--- config.mk ---
export PLATFORM = sky130hd
export DESIGN_NAME = pwm_multichannel_peripheral
export DESIGN_NICKNAME = d
export VERILOG_FILES = /design/src/rtl/pwm_multichannel_peripheral.sv
export SDC_FILE = /design/constraint.sdc
export NUM_CORES = 1
export LEC_CHECK = 0
export ABC_AREA = 1
export BUFFER_PORTS_ARGS = -buffer_cell sky130_fd_sc_hd__buf_2
export CORE_MARGIN = 10
export CORE_UTILIZATION = 45
export CTS_CLUSTER_DIAMETER = 150
export DETAILED_ROUTE_END_ITERATION = 10
export GPL_ROUTABILITY_DRIVEN = 0
export PLACE_DENSITY = 0.67
export SLEW_MARGIN = 10
export SYNTH_ARGS = -nofsm -noshare
export SYNTH_HDL_FRONTEND = slang
export SYNTH_SLANG_ARGS = --single-unit
--- constraint.sdc ---
create_clock -name clk -period 3.4 [get_ports clk]
set_clock_uncertainty 0.2 [all_clocks]
set_input_delay 0.17 -clock clk [delete_from_list [all_inputs] [get_ports clk]]
set_output_delay 0.17 -clock clk [all_outputs]
set_load 0.01 [all_outputs]
--- src/rtl/pwm_multichannel_peripheral.sv ---
// Multichannel PWM generator with a shared prescaler and a shared period counter.
// Duty, prescale and mode are double-buffered and reload only at period boundaries.
module pwm_multichannel_peripheral #(
    parameter int NUM_CH  = 16,
    parameter int DUTY_W  = 8,
    parameter int PRESC_W = 8
) (
    input  logic                     clk,
    input  logic                     rst_n,
    input  logic [NUM_CH-1:0]        en_out,
    input  logic [NUM_CH-1:0]        en_pwm,
    input  logic [NUM_CH*DUTY_W-1:0] duty_in,
    input  logic [PRESC_W-1:0]       prescale_in,
    input  logic                     center_in,
    output logic [NUM_CH-1:0]        out,
    output logic                     period_start,
    output logic [DUTY_W-1:0]        cnt_dbg
);

    typedef enum logic {
        DIR_UP   = 1'b0,
        DIR_DOWN = 1'b1
    } dir_t;

    localparam logic [DUTY_W-1:0] MAX = '1;

    logic [PRESC_W-1:0]       pc;
    logic [PRESC_W-1:0]       presc_act;
    logic [DUTY_W-1:0]        cnt;
    logic [NUM_CH*DUTY_W-1:0] duty_act;
    logic                     center_act;
    dir_t                     dir;
    logic                     tick;
    logic                     boundary;
    logic [NUM_CH-1:0]        pwm;

    assign tick     = (pc == presc_act);
    assign boundary = tick && (cnt == '0);
    assign cnt_dbg  = cnt;

    function automatic logic compare(input logic [DUTY_W-1:0] d, input logic [DUTY_W-1:0] c);
        return (d == MAX) || (c < d);
    endfunction

    always_ff @(posedge clk or negedge rst_n) begin
        if (!rst_n) begin
            pc <= '0;
        end else if (tick) begin
            pc <= '0;
        end else begin
            pc <= pc + 1'b1;
        end
    end

    // The boundary tick always leaves cnt at 1 going up, so a mode switch restarts cleanly.
    always_ff @(posedge clk or negedge rst_n) begin
        if (!rst_n) begin
            cnt        <= '0;
            dir        <= DIR_UP;
            duty_act   <= '0;
            presc_act  <= '0;
            center_act <= 1'b0;
        end else if (boundary) begin
            cnt        <= DUTY_W'(1);
            dir        <= DIR_UP;
            duty_act   <= duty_in;
            presc_act  <= prescale_in;
            center_act <= center_in;
        end else if (tick) begin
            if (!center_act) begin
                cnt <= cnt + 1'b1;
            end else if (dir == DIR_UP) begin
                if (cnt == MAX) begin
                    cnt <= MAX - 1'b1;
                    dir <= DIR_DOWN;
                end else begin
                    cnt <= cnt + 1'b1;
                end
            end else begin
                cnt <= cnt - 1'b1;
            end
        end
    end

    // On the boundary tick the freshly loaded duty is bypassed so cnt==0 sees the new value.
    always_comb begin
        pwm = '0;
        for (int i = 0; i < NUM_CH; i++) begin
            pwm[i] = compare(boundary ? duty_in[i*DUTY_W +: DUTY_W]
                                      : duty_act[i*DUTY_W +: DUTY_W], cnt);
        end
    end

    always_ff @(posedge clk or negedge rst_n) begin
        if (!rst_n) begin
            out          <= '0;
            period_start <= 1'b0;
        end else begin
            out          <= en_out & (~en_pwm | pwm);
            period_start <= boundary;
        end
    end

endmodule

==> summary.md <==
| Metric | Value |
|---|---|
| Status | `complete, no violations` |
| WP depth | `16` |
| Design area | `14310 µm²` |
| FF-to-FF Start | `cnt_dbg[1]` |
| Clock-pin slew on the worst setup and hold paths | `0.07 ns` |
| First DRT Iteration DRCs | `625` |
| TritonCTS clock tree | `yes` |
| Drt drc | `0` |
| Vias per cell | `4.728` |
| Max-Cap Viols | `0` |
| Core area | `23400 µm²` |
| Clock share of power | `45.5%` |
| DRT Pass-1 Iters | `5` |
| Most Used Layer, Global Route | `met2` |
| Critical Path Fanout Max | `43` |
| Worst-path cell chain | `inv_1 -> ha_1 -> nand3_2 -> nor2_4 -> nand3_4 -> inv_4 -> buf_12 -> nand2_1 -> nand2_1 -> inv_1 -> ha_1 -> a21oi_1 -> nor2_1 -> a211oi_1 -> nand2_1 -> a21oi_1` |
| Final hold vios | `0` |
| Wire length per cell | `14.46 µm` |
| Vias in the first global route | `10200` |
| Syn Std Cell Area | `10680 µm²` |
| Largest area contributor in the netlist | `dfrtp_1` |
| Post-Syn Nets | `1741` |
| Die area | `30300 µm²` |
| Setup bufs post-CTS | `0` |
| Commonest cells in the synthesized netlist | `nand2_1 (631), inv_1 (218), dfrtp_1 (171)` |
| Max Slew Vio Count | `0` |
| Switch Pwr | `1.017 mW` |
| H-tree levels | `4` |
| Fin crit period | `3.077 ns` |
| Crit path from | `cnt_dbg[1]` |
| Post-Synthesis Cells | `1454` |
| Critical Path RT | `3.56 ns` |
| WHS | `0.1395 ns` |
| Global routing usage on met1 | `26.21%` |
| CP delay by family, top | `simple AND/OR/NAND/NOR gates` |
| DPL Wire Length | `20360 µm` |
| Post-synth top flop | `dfrtp_1` |
| Synth area leaders | `dfrtp_1 (40%), nand2_1 (22%), ha_1 (14%)` |
| Final worst path period share | `90.50%` |
| RSZ-0062 raised after global routing | `no` |
| Ys Warns | `0` |
| Num rows | `56` |
| Number of flops mapped to enable cells by yosys | `0` |
| Total GRT Usage | `20.44%` |
| Max VDD drop | `255.8 µV` |
| WP data arrival | `3.23 ns` |
| Share of post-route cells with drive strength above 1 | `13.95%` |
| Distinct cells, synth | `28` |
| Part of the power in registers | `46.6%` |
| Worst skew pair latency | `0.43 ns` |
| First-pass GRT wire length | `50870 µm` |
| Combinational power share | `7.8%` |
| Worst setup EP type | `register` |
| Sw Ratio | `23.19%` |
| Final Setup Violations | `0` |
| Synth Register Bits | `171` |
| DP Cell Count | `1952` |
| CP most frequent cell | `nand2_1` |
| Antenna violations before repair | `0` |
| Worst setup path class | `register to register` |
| Post-synth ARST share | `100.0%` |
| Worst path max stage delay | `0.38 ns` |
| Longest Clk Path Bufs | `2` |
| Crit start category | `register` |
| Mapped Avg Cell Area | `7.347 µm²` |
| Ant. Diodes | `0` |
| Reg2Reg Depth | `16` |
| Max Fclk | `325.0 MHz` |
| Power Density | `306.6 nW/µm²` |
| Vias | `10190` |
| Synth top area share | `40.06%` |
| Least-Margin Pin Slew | `0.7797 ns` |
| CTS sink cnt | `171` |
| Port Buffers | `195` |
| Rel. slew slack | `48.02%` |
| Post-place instance area | `12020 µm²` |
| Die Wd | `174.1 µm` |
| Die Ht | `174.1 µm` |
| Final net count | `2109` |
| Initial core utilization | `45.65%` |
| Final ANT Viol Nets | `0` |
| Final non-filler cell total | `2154` |
| Clock Root Buffer | `clkbuf_16` |
| I/O pin count | `196` |
| CP max-delay cell | `dfrtp_1` |
| Top-count cell post-synth | `nand2_1` |
| GR Util met3 | `2.990%` |
| GR Layer Usage met2 | `35.09%` |
| Internal power | `3.368 mW` |
| Largest net degree at the start of global routing | `82` |
| WP buf/inv | `4` |
| Area delta synth->final | `33.91%` |
| Total CTS buffers | `17` |
| Gr ovfl total | `0` |
| Register area share after synthesis | `40.06%` |
| Leakage | `9.000 nW` |
| Worst hold-check path type | `input pin to asynchronous set/reset pin` |
| Setup TNS | `0 ns` |
| Drt total wl | `31140 µm` |
cell type report:
cell class              count  area, µm²
inverters                 222      835.8
clock inverters            13      142.6
clock buffers              19      442.9
flip-flops and latches    171       4279
well taps                 319      399.1
multi-input cells        1025       5321
fillers                  2030       9097
repair buffers            385       2884
through the flow:
step	total power, mW	setup slack (ns)	util [%]
floorplan	2.109	0.3302	-
global placement	2.271	0.5051	51.35
detailed placement	2.272	0.3804	51.35
CTS	4.407	0.3182	61.13
global route	4.529	0.04939	61.13
finish	4.385	0.3228	61.13
per-layer routing:
metal,wire length (µm),up-vias,share of wire (%)
met2,15160,220,49
met3,984,30,3.2
met1,14550,4704,47
met5,0,-,0
li1,-,5231,-
met4,444,0,1.4
registers in the layout, indices dropped and copies added, names as in the netlist:
name / cells
pc: 8
period_start: 1
dir: 1
center_act: 1
presc_act: 8
cnt_dbg: 8
out: 16
duty_act: 128
what timing repair did:
action | 4_1_cts | 5_1_grt
endpoints found under the hold margin | 232 | 0
gates resized for setup | 0 | 0
hold buffers | 170 | 0
final timing paths:
check	to	slack [ns]
min in group clk	presc_act[6]	0.28
worst max-delay path	out[15]	0.32
worst max register to register	out[15]	0.32
max in group asynchronous	duty_act[69]	1.99
worst min register to register	pc[0]	0.29
worst min-delay path	duty_act[28]	0.14
cell families after synthesis:
family / Yosys count / share of synthesized area, %
xor+xnor: 6 / 0.4920
flops: 171 / 40.06
fa+ha+maj: 116 / 13.59
buf+inv: 258 / 10.20
simple gates: 782 / 28.98
compound gates: 121 / 6.688
power groups by stage:
stage	registers, mW	logic (mW)	clock network (mW)
2_1_floorplan	2.09	0.0182	0
3_3_place_gp	2.08	0.186	0
3_5_place_dp	2.08	0.187	0
4_1_cts	2.05	0.339	2.02
5_1_grt	2.04	0.374	2.11
6_report	2.05	0.343	2.00
cells in the final DEF (no fill, tap or decap), types with 3 or more instances in the layout:
master	n
nand2_1	631
inv_1	218
buf_2	194
dfrtp_1	171
dlygate4sd3_1	170
ha_1	116
nor2_1	80
a21oi_1	57
nand3_1	25
o21ai_0	22
a211oi_1	17
clkbuf_16	17
nand4_1	16
and2_1	16
a21boi_1	16
buf_4	16
nor3_1	7
o2111ai_1	5
clkinvlp_4	4
buf_12	4
xnor2_1	3
nor2_4	3
xor2_1	3
clkinv_2	3
No activity file was read; power rests on OpenSTA's default activity.
